`config.mk`:
```
export PLATFORM = sky130hd
export DESIGN_NAME = axi4s_slave_fifo_if
export DESIGN_NICKNAME = d
export VERILOG_FILES = /design/src/rtl/axi4s_pkg.sv /design/src/rtl/axi4s_sync_fifo.sv /design/src/rtl/axi4s_slave_fifo_if.sv
export SDC_FILE = /design/constraint.sdc
export NUM_CORES = 1
export LEC_CHECK = 0
export ABC_CLOCK_PERIOD_IN_PS = 2800
export BUFFER_PORTS_ARGS = -buffer_cell sky130_fd_sc_hd__buf_2
export CORE_ASPECT_RATIO = 0.6
export CORE_MARGIN = 2
export CORE_UTILIZATION = 45
export CTS_BUF_LIST = sky130_fd_sc_hd__clkbuf_4
export CTS_CLUSTER_SIZE = 28
export DETAILED_ROUTE_END_ITERATION = 8
export PLACE_DENSITY = 0.65
export SYNTH_ARGS = -nofsm -noshare
export SYNTH_HDL_FRONTEND = slang
export SYNTH_SLANG_ARGS = --single-unit
```
`constraint.sdc`:
```
create_clock -name axi4s_sclk_i -period 2.8 [get_ports axi4s_sclk_i]
set_input_delay 0.28 -clock axi4s_sclk_i [delete_from_list [all_inputs] [get_ports axi4s_sclk_i]]
set_output_delay 0.28 -clock axi4s_sclk_i [all_outputs]
set_load 0.01 [all_outputs]
```
`src/rtl/axi4s_pkg.sv`:
```
// Shared types and constants for the AXI4-Stream slave FIFO front end.
package axi4s_pkg;

    typedef enum logic {
        IDLE = 1'b0,
        RUN  = 1'b1
    } axi4s_state_e;

    localparam int unsigned DATA_WIDTH_DEF = 48;
    // tlast sits directly above tdata in each FIFO entry
    localparam int unsigned LAST_BIT       = DATA_WIDTH_DEF;

endpackage

```
`src/rtl/axi4s_sync_fifo.sv`:
```
// Register-array synchronous FIFO with occupancy count; DEPTH must be a power of two.
module axi4s_sync_fifo #(
    parameter int unsigned WIDTH = 49,
    parameter int unsigned DEPTH = 4
) (
    input  logic                       clk,
    input  logic                       rst_n,
    input  logic                       push,
    input  logic                       pop,
    input  logic [WIDTH-1:0]           wr_data,
    output logic [WIDTH-1:0]           rd_data_c,
    output logic                       full_c,
    output logic                       empty_c,
    output logic [$clog2(DEPTH+1)-1:0] level
);

    localparam int unsigned PTR_W = $clog2(DEPTH);
    localparam int unsigned LVL_W = $clog2(DEPTH + 1);

    logic [WIDTH-1:0] mem [DEPTH];
    logic [PTR_W-1:0] wr_ptr;
    logic [PTR_W-1:0] rd_ptr;

    // Storage is not reset; the read side gates it with empty_c
    always_ff @(posedge clk) begin
        if (push) begin
            mem[wr_ptr] <= wr_data;
        end
    end

    always_ff @(posedge clk or negedge rst_n) begin
        if (!rst_n) begin
            wr_ptr <= '0;
            rd_ptr <= '0;
            level  <= '0;
        end else begin
            if (push) begin
                wr_ptr <= wr_ptr + PTR_W'(1);
            end
            if (pop) begin
                rd_ptr <= rd_ptr + PTR_W'(1);
            end
            case ({push, pop})
                2'b10:   level <= level + LVL_W'(1);
                2'b01:   level <= level - LVL_W'(1);
                default: level <= level;
            endcase
        end
    end

    assign rd_data_c = mem[rd_ptr];
    assign full_c    = (level == LVL_W'(DEPTH));
    assign empty_c   = (level == '0);

endmodule

```
`src/rtl/axi4s_slave_fifo_if.sv`:
```
// AXI4-Stream slave front end: enable FSM, buffered ready/valid path and tlast frame counter.
module axi4s_slave_fifo_if
    import axi4s_pkg::*;
#(
    parameter int unsigned DATA_WIDTH = DATA_WIDTH_DEF,
    parameter int unsigned DEPTH      = 4,
    parameter int unsigned CNT_WIDTH  = 16
) (
    input  logic                       axi4s_sclk_i,
    input  logic                       axi4s_rstn_i,
    input  logic                       axi4s_en_i,
    input  logic                       axi4s_svalid_i,
    output logic                       axi4s_sready_o,
    input  logic [DATA_WIDTH-1:0]      axi4s_sdata_i,
    input  logic                       axi4s_slast_i,
    output logic                       axi4s_mvalid_o,
    input  logic                       axi4s_mready_i,
    output logic [DATA_WIDTH-1:0]      axi4s_mdata_o,
    output logic                       axi4s_mlast_o,
    output logic [$clog2(DEPTH+1)-1:0] axi4s_level_o,
    output logic [CNT_WIDTH-1:0]       axi4s_frames_o
);

    localparam int unsigned ENTRY_W = DATA_WIDTH + 1;

    axi4s_state_e         state_q;
    axi4s_state_e         state_d;
    logic                 push;
    logic                 pop;
    logic                 full;
    logic                 empty;
    logic [ENTRY_W-1:0]   head;
    logic [CNT_WIDTH-1:0] frames_q;

    always_ff @(posedge axi4s_sclk_i or negedge axi4s_rstn_i) begin
        if (!axi4s_rstn_i) begin
            state_q <= IDLE;
        end else begin
            state_q <= state_d;
        end
    end

    // RUN follows the enable level sampled at each edge, so reset always leaves one IDLE cycle
    always_comb begin
        state_d = state_q;
        case (state_q)
            IDLE:    if (axi4s_en_i)  state_d = RUN;
            RUN:     if (!axi4s_en_i) state_d = IDLE;
            default: state_d = IDLE;
        endcase
    end

    assign axi4s_sready_o = (state_q == RUN) && axi4s_en_i && !full;
    assign push           = axi4s_svalid_i && axi4s_sready_o;
    assign axi4s_mvalid_o = !empty;
    assign pop            = axi4s_mvalid_o && axi4s_mready_i;

    axi4s_sync_fifo #(
        .WIDTH (ENTRY_W),
        .DEPTH (DEPTH)
    ) u_fifo (
        .clk       (axi4s_sclk_i),
        .rst_n     (axi4s_rstn_i),
        .push      (push),
        .pop       (pop),
        .wr_data   ({axi4s_slast_i, axi4s_sdata_i}),
        .rd_data_c (head),
        .full_c    (full),
        .empty_c   (empty),
        .level     (axi4s_level_o)
    );

    assign axi4s_mdata_o = empty ? '0 : head[DATA_WIDTH-1:0];
    assign axi4s_mlast_o = !empty && head[DATA_WIDTH];

    // Frame counter wraps naturally at 2^CNT_WIDTH
    always_ff @(posedge axi4s_sclk_i or negedge axi4s_rstn_i) begin
        if (!axi4s_rstn_i) begin
            frames_q <= '0;
        end else if (pop && head[DATA_WIDTH]) begin
            frames_q <= frames_q + CNT_WIDTH'(1);
        end
    end

    assign axi4s_frames_o = frames_q;

endmodule

```
==> results.txt, run 1 <==
----------------------------------------------------
[Clocking]
  Number of hold-repair buffers added at the cts stage ... 51
  Post-CTS setup-driven buffer insertion count ... 0
  Clock transition at the registers of the reported paths ... 0.07 ns
  Clock latency on the worst-skew pair ... ~0.61 ns
  Cts bufs inserted ... 51
  Root cell of the clock tree ... clkbuf_4
  CTS Sinks ... 220
  Depth of the CTS H-tree ... 2
  Maximum root-to-sink buffer count ... 3
  CTS tree ... yes
  Quantity of gates resized following cts ... 0

[Setup path]
  Worst Reg2Reg Path Length in Cells ... 10
  Startpoint types ... flip-flop
  CP max FO ... 26
  CP Data Arrival Time ... 2.28 ns
  Beginning of the critical path ... u_fifo.rd_ptr[0]$_DFFE_PN0P_
  R2R setup slack ... about 0.63 ns
  Worst Setup EP ... axi4s_mdata_o[13]
  Required time reported for the critical path endpoint ... 2.52 ns
  Crit Path Category ... flip-flop to primary output
  Setup crit end kind ... primary output
  Reg-to-reg critical path endpoint ... u_fifo.level[2]$_DFFE_PN0P_
  Critical R2R Launch ... u_fifo.level[0]$_DFFE_PN0P_

[Routing]
  Wire length per cell ... ~18 um
  First drt pass iteration count ... 4
  Number of DRC violations after detailed routing ... 0
  Number of nets with antenna violations after detailed routing ... 0
  Number of DRC violations after detailed-routing iteration 0 ... 277
  Total via count in the routed design ... approximately 4500
  Via-to-Cell Ratio ... 4.97
  Post-detailed-routing wire length ... between 15000 and 20000 um

[Timing]
  Worst Max-Slew Pin Slew ... 0.566 ns
  Worst Skew ... around 0.034 ns
  RSZ-0062 raised after global routing ... no
  Post-route clock period utilization ... about 91%
  Max-Slew Margin vs Limit ... 62.2%
  Final hold violation count ... 0
  Number of setup violations in the final report ... 0
  Setup TNS ... 0 ns
  Final critical delay including setup and external delays ... 2.56 ns
  Final slew viol count ... 0
  Peak Freq ... approximately 400 MHz

[Power]
  Overall power ... 0.00968 W
  Cell area power density ... 903 nW/um^2
  Leak Pwr ... between 3 and 4 nW
  Max VDD drop ... approximately 500 uV

[Floorplanning]
  Die span in x ... about 180 um
  Starting Density ... 46.6%
  Number of rows in the core area ... 38
  Number of top-level pins ... approximately 120
  Total Die Area ... 20100 um^2
  Die Y-Extent ... 111 um
  Core area ... 18300 um^2

[Hold path]
  Worst hold-check path type ... primary input to flip-flop

[Finish]
  # nets final ... 693
  Fin cells ... 913
  Fraction of layout cells with a size suffix above 1 ... 41.2%
  Final core occ ... around 60%
  Area overhead of the layout relative to synthesis ... 25.7%

[Job]
  Number of violations of the max-capacitance limit ... 0

[Synth]
  Gate count after technology mapping ... 408
  Multiplexer share of the synthesized area ... 13.4%
  Area of the mapped netlist ... around 8500 um^2
  Share of synthesized cell area in full adder, half adder and majority cells ... 1.11%
  Complex-gate fraction of the synthesized area ... 0.176%
  Xor/xnor cell area share of the yosys netlist ... around 2.2%
  Post-synth net total ... roughly 470
  Simple-gate share of the synthesized area ... 5.81%
  Fraction of the yosys area taken by sequential cells ... 76.0%
  Number of register bits inferred by synthesis ... 220
  Number of unique standard cell types used by synthesis ... 25
  Combinational family with the most area after synthesis ... multiplexers
  Mean instance size in the synthesized netlist ... ~21 um^2
  Total of warnings raised by yosys ... 0

[Placement]
  Number of port buffers ... around 120
  Placed wire-length estimate after detailed placement ... 10100 um
  Final weighted congestion of routability-driven global placement ... 0.776
  Placed Instances ... 768

[Global route]
  Via count of the first global-routing pass ... 4964
  Global-route wire length before repair ... 26500 um
  Tot GR Track Use ... 17.1%
  Pin count of the biggest net entering global routing ... 27
  Remaining Overflow, GRT ... 0
  Number of antenna violations at the first check in global routing ... 1

[Run status]
  Result of the run ... completed

----------------------------------------------------
-- worst min-delay path by stage --
stage | cells after the start | slack (ns) | endpoint | startpoint
floorplan | 0 | -0.02 | axi4s_frames_o[0]$_DFFE_PN0P_ | axi4s_rstn_i
global placement | 1 | 0.29 | axi4s_frames_o[14]$_DFFE_PN0P_ | axi4s_rstn_i
detailed placement | 1 | 0.30 | axi4s_frames_o[14]$_DFFE_PN0P_ | axi4s_rstn_i
CTS | 3 | 0.03 | u_fifo.wr_ptr[0]$_DFFE_PN0P_ | axi4s_svalid_i
global route | 3 | 0.04 | u_fifo.wr_ptr[0]$_DFFE_PN0P_ | axi4s_svalid_i
finish | 3 | 0.09 | u_fifo.wr_ptr[0]$_DFFE_PN0P_ | axi4s_svalid_i
-- cell usage in the layout (no fill, tap or decap) --
master	instances
nor2_1	2
buf_4	12
clkbuf_4	76
inv_1	6
nand3_1	4
mux2_2	1
xnor2_1	15
mux2i_1	1
buf_12	3
a31oi_1	1
o31a_1	1
and3_1	3
fa_1	1
buf_2	123
clkinvlp_4	1
nand4_1	4
bufinv_16	2
nand2_1	7
dfrtp_4	1
dlygate4sd3_1	51
and2_1	53
and3_2	4
clkinv_2	3
ha_1	6
diode_2	1
edfxtp_1	196
mux4_2	49
mux2_4	1
xor2_1	6
or3_1	1
dfrtp_1	22
clkinv_1	11
and4_1	4
dfrtp_2	1
-- cell families after synthesis --
family,Yosys count
adder cells (fa/ha/maj),7
flip-flops,220
XOR/XNOR,21
buffers and inverters,24
AO/OA/AOI/OAI,2
multiplexers,52
AND/OR/NAND/NOR,82
-- synth_stat cells --
library cell	number	area, um^2
nand2_1	7	26.3
xor2_1	6	52.6
and4_1	4	35.0
mux2_4	1	15.0
fa_1	1	20.0
clkbuf_1	6	22.5
a31oi_1	1	6.26
dfrtp_1	24	601
nand3_1	4	20.0
or3_1	1	6.26
mux2i_1	1	10.0
nand4_1	4	25.0
buf_1	3	11.3
buf_2	7	35.0
inv_1	6	22.5
ha_1	6	75.1
edfxtp_1	196	5890
and3_1	7	43.8
mux4_2	49	1100
xnor2_1	15	131
mux2_2	1	11.3
o31a_1	1	8.76
and2_1	53	332
buf_6	2	22.5
nor2_1	2	7.51
-- worst max-delay path, cell delays in order (launching register included) --
cell and delay (ns):
dfrtp_4 0.54, buf_12 0.26, mux4_2 0.53, and2_1 0.20, buf_2 0.14
-- power breakdown --
group	total [W]	internal, W	switching [W]
Clock	0.00264	0.00143	0.00121
Combinational	0.00299	0.00155	0.00144
Sequential	0.00405	0.00384	0.000203
-- final cells by class --
class	instances	area, um^2
diodes	1	2.50
clock buffers	76	571
clock inverters	17	124
fillers	1392	7580
inverters	6	22.5
multi-input cells	164	1930
flip-flops and latches	220	6490
well taps	240	300
repair buffers	189	1280
-- state kept, by name, indices dropped and copies added, names as in the netlist --
register        cells
u_fifo.rd_ptr       2
u_fifo.wr_ptr       2
axi4s_frames_o     16
u_fifo.level        3
state_q             1
u_fifo.mem        196
-- stage by stage --
step                      hold WS [ns]  setup slack [ns]  area [um^2]
after floorplan                -0.0156             0.170         8530
after global placement           0.288             0.789         9510
after detailed placement         0.304             0.653         9510
after CTS                       0.0268             0.155        10700
after global routing            0.0354            0.0542        10700
final                           0.0913             0.238        10700
-- per-layer routing --
metal  wire [um]  global-route usage [%]  share of wire, %
met5          13                       0             0.077
met4         161                    4.55              0.96
met3        1020                    5.24               6.1
met2        7800                    26.7                46
met1        7850                    23.7                47
(Power assumes the default switching activity.)
==> run 2, diff against run 1 <==
--- a/config.mk
+++ b/config.mk
@@ -5,6 +5,7 @@
 export SDC_FILE = /design/constraint.sdc
 export NUM_CORES = 1
 export LEC_CHECK = 0
+export ABC_AREA = 1
 export ABC_CLOCK_PERIOD_IN_PS = 2800
 export BUFFER_PORTS_ARGS = -buffer_cell sky130_fd_sc_hd__buf_2
 export CORE_ASPECT_RATIO = 0.6
@@ -13,7 +14,6 @@
 export CTS_BUF_LIST = sky130_fd_sc_hd__clkbuf_4
 export CTS_CLUSTER_SIZE = 28
 export DETAILED_ROUTE_END_ITERATION = 8
-export PLACE_DENSITY = 0.65
 export SYNTH_ARGS = -nofsm -noshare
 export SYNTH_HDL_FRONTEND = slang
 export SYNTH_SLANG_ARGS = --single-unit
==> run 2 against run 1 <==
Net effect:
- cell count increased by 40%
- first-iteration DRC count increased by 65%
- register-to-register slack better by 0.09 ns
- via count is 39% higher
- combinational power up 32%
- critical path type unchanged
- largest power group unchanged
- highest routed layer is now met4
==> results.txt, run 2 <==
----------------------------------------------------
[Clocking]
  Cts bufs inserted ... 52 (+2.0%)
  CTS Sinks ... 220 (unchanged)
  Post-CTS setup-driven buffer insertion count ... 0 (unchanged)
  Clock latency on the worst-skew pair ... 0.63 ns (+0.02 ns)
  Root cell of the clock tree ... clkbuf_4
  CTS tree ... yes
  Depth of the CTS H-tree ... 2 (unchanged)
  Maximum root-to-sink buffer count ... 3 (unchanged)
  Clock transition at the registers of the reported paths ... 0.08 ns (about the same)

[Synth]
  Post-synth net total ... 827 (+76%)
  Most used flip-flop cell after synthesis ... edfxtp_1
  Yosys top cell area share ... 65.5% (-3.5 points)
  Mean instance size in the synthesized netlist ... 11.7 um^2 (-44%)
  Gate count after technology mapping ... 766 (+88%)
  Area contributors post-synth ... edfxtp_1 66%, nor2_1 8.9%, dfrtp_1 6.7%
  Fraction of the yosys area taken by sequential cells ... 72.2% (-3.8 points)
  Post-synth top area cell ... edfxtp_1
  FFs w/ async S/R, synth ... 10.9% (unchanged)
  Most frequent cell after synthesis ... nor2_1
  Area of the mapped netlist ... 8980 um^2 (+5.3%)
  Total of warnings raised by yosys ... 0 (unchanged)
  Number of register bits inferred by synthesis ... 220 (unchanged)
  Number of enable-type register cells in the synthesized netlist ... 196 (unchanged)
  Most common library cells after synthesis ... 214 x nor2_1, 196 x edfxtp_1, 98 x o21ai_0, 67 x nand2_1, 50 x a21oi_1
  Number of unique standard cell types used by synthesis ... 25 (unchanged)

[Power]
  Pint ... 0.00659 W (-3.4%)
  Leak Pwr ... 4.26 nW (+7.0%)
  Clock network power share ... 24.3% (-3.0 points)
  Switching portion of total power ... 37.4% (+7.9 points)
  Sw power ... 0.00394 W (+38%)
  Share of power burned in combinational logic ... 37.7% (+6.8 points)
  Cell area power density ... 945 nW/um^2 (+4.7%)
  Relative contribution of sequential cells to total power ... 38.0% (-3.8 points)
  Max VDD drop ... 465 uV (-9.3%)

[Global route]
  Pin count of the biggest net entering global routing ... 100 (+270%)
  Tot GR Track Use ... 19.7% (+2.5 points)
  Remaining Overflow, GRT ... 0 (unchanged)
  Via count of the first global-routing pass ... 6160 (+24%)
  Global-route wire length before repair ... 32500 um (+22%)
  Number of antenna violations at the first check in global routing ... 0 (-1)

[Setup path]
  CP Data Arrival Time ... 2.32 ns (+0.04 ns)
  Largest incremental delay on the critical path ... 0.51 ns (-0.03 ns)
  Required time reported for the critical path endpoint ... 2.52 ns (about the same)
  CP delay by family, top ... buffers and inverters
  CP Buf/Inv Count ... 3 (+1)
  Crit Path Category ... flip-flop to primary output
  Cells along the critical path ... inv_6 -> buf_4 -> o21ai_0 -> a21oi_1 -> buf_2
  CP max FO ... 60 (+130%)
  Setup crit end kind ... primary output
  Slowest library cell on the worst path ... dfrtp_4
  Startpoint types ... flip-flop

[Timing]
  Final slew viol count ... 0 (unchanged)
  Setup TNS ... 0 ns (unchanged)
  Post-route clock period utilization ... 92.8% (+1.3 points)
  Peak Freq ... 385 MHz (-1.4%)
  Final hold violation count ... 0 (unchanged)
  Worst Skew ... 0.0213 ns (-0.0128 ns)
  Final critical delay including setup and external delays ... 2.60 ns (+0.0372 ns)
  Crit path setup slack, layout ... 0.201 ns (-0.0372 ns)
  Number of setup violations in the final report ... 0 (unchanged)
  RSZ-0062 raised after global routing ... no
  Max-Slew Margin vs Limit ... 54.7% (-7.6 points)
  Worst Max-Slew Pin Slew ... 0.680 ns (+0.114 ns)

[Finish]
  Post-Layout Inst Area ... 11100 um^2 (+3.9%)
  Area overhead of the layout relative to synthesis ... 24.0%
  # nets final ... 1032 (+49%)
  Register with the most flip-flops ... u_fifo.mem
  Highest-count cells in the layout ignoring fill and taps ... 210 x nor2_1, 196 x edfxtp_1, 123 x buf_2
  Antenna cells ... 0 (-1)
  Fin cells ... 1277 (+40%)
  Most common cell after layout, fill and taps aside ... nor2_1
  Number of flip-flops in the largest register ... 196 (unchanged)
  Fraction of layout cells with a size suffix above 1 ... 23.0% (-18 points)

[Routing]
  Number of nets with antenna violations after detailed routing ... 0 (unchanged)
  Post-detailed-routing wire length ... 20800 um (+23%)
  First drt pass iteration count ... 5 (+1)
  Via-to-Cell Ratio ... 4.95 (-0.47%)
  Total via count in the routed design ... 6320 (+39%)
  Number of DRC violations after detailed routing ... 0 (unchanged)
  Number of DRC violations after detailed-routing iteration 0 ... 458 (+65%)
  Wire length per cell ... 16.3 um (-12%)

[Floorplanning]
  Total Die Area ... 21100 um^2 (+5.1%)
  Starting Density ... 46.6% (about the same)
  Die Y-Extent ... 113 um (+2.5%)
  Die span in x ... 186 um (+2.6%)
  Core area ... 19300 um^2 (+5.3%)
  Number of top-level pins ... 124 (unchanged)
  Number of rows in the core area ... 39 (+2.6%)

[Job]
  Number of violations of the max-capacitance limit ... 0 (unchanged)

[Hold path]
  Worst hold-check path type ... primary input to async pin

[Placement]
  Number of port buffers ... 123 (unchanged)
  Placed Instances ... 1132 (+47%)
  Final weighted congestion of routability-driven global placement ... 0.827 (+6.7%)
  Setup WS pre-CTS ... 0.728 ns (+0.0753 ns)
  Placed wire-length estimate after detailed placement ... 12100 um (+20%)
  Post-place instance area ... 9960 um^2 (+4.7%)

[Run status]
  Result of the run ... completed

----------------------------------------------------
-- run 2: cell count changes in the layout (fill, tap and decap cells not counted), moves of 5 or more --
cell,previous run,this run
a21oi_1,0,50
and2_1,53,0
clkinv_1,11,16
inv_1,6,28
mux4_2,49,0
nand2_1,7,67
nand3_1,4,16
nor2_1,2,210
o21ai_0,0,98
xnor2_1,15,1
-- run 2: cells by family after synthesis --
logic type / count (synthesis) / synth area share, %
AND/OR/NAND/NOR: 308 / 13.7
adder cells (fa/ha/maj): 7 / 1.06
XOR/XNOR: 9 / 0.961
buffers and inverters: 70 / 3.58
flip-flops: 220 / 72.2
AO/OA/AOI/OAI: 152 / 8.47
-- run 2: path summary, 6_finish.rpt --
kind | from | end | slack [ns] | depth (start not counted)
max in group asynchronous | axi4s_rstn_i | u_fifo.rd_ptr[0]$_DFFE_PN0P_ | 2.16 | 2
worst max-delay path | u_fifo.rd_ptr[0]$_DFFE_PN0P_ | axi4s_mdata_o[24] | 0.20 | 5
min in group axi4s_sclk_i | axi4s_svalid_i | u_fifo.wr_ptr[0]$_DFFE_PN0P_ | 0.19 | 4
worst max register to register | u_fifo.level[0]$_DFFE_PN0P_ | u_fifo.level[2]$_DFFE_PN0P_ | 0.72 | 10
worst min-delay path | axi4s_rstn_i | axi4s_frames_o[1]$_DFFE_PN0P_ | 0.18 | 2
worst min register to register | u_fifo.level[0]$_DFFE_PN0P_ | u_fifo.level[0]$_DFFE_PN0P_ | 0.51 | 1
-- run 2: final cells by class --
cell class | instances | area, um^2
Clock buffer | 77 | 578
Tap cell | 266 | 333
Timing Repair Buffer | 190 | 1320
Sequential cell | 220 | 6490
Fill cell | 1594 | 8140
Multi-Input combinational cell | 476 | 2200
Clock inverter | 17 | 90.1
Inverter | 31 | 121
-- run 2: per-layer routing --
layer | vias up | share of wire [%] | wire (um) | GRT usage [%]
li1 | 3088 | - | - | -
met1 | 3008 | 46 | 9620 | 27.0
met2 | 188 | 45 | 9370 | 31.0
met3 | 36 | 7.0 | 1460 | 5.23
met5 | - | 0 | 0 | 0
met4 | 0 | 1.5 | 320 | 6.13
-- run 2: power by group through the flow --
| stage | registers, W | logic, W | clock network [W] |
|---|---|---|---|
| 3_5_place_dp | 0.00407 | 0.00394 | 0 |
| 2_1_floorplan | 0.00407 | 0.00246 | 0 |
| 3_3_place_gp | 0.00405 | 0.00387 | 0 |
| 4_1_cts | 0.00400 | 0.00402 | 0.00265 |
| 5_1_grt | 0.00403 | 0.00442 | 0.00280 |
| 6_report | 0.00400 | 0.00396 | 0.00256 |
-- run 2: through the flow --
step | power [W] | utilization, % | hold WS, ns
2_1_floorplan | 0.00653 | - | -0.0156
3_3_place_gp | 0.00793 | 51.7 | 0.305
3_5_place_dp | 0.00801 | 51.7 | 0.326
4_1_cts | 0.0107 | 57.8 | 0.140
5_1_grt | 0.0112 | 57.8 | 0.178
6_report | 0.0105 | 57.8 | 0.179
-- run 2: timing repair --
| action | in CTS | in global routing |
|---|---|---|
| resized for setup | 0 | 0 |
| endpoints found under the hold margin | 221 | 0 |
| hold buffers | 51 | 0 |
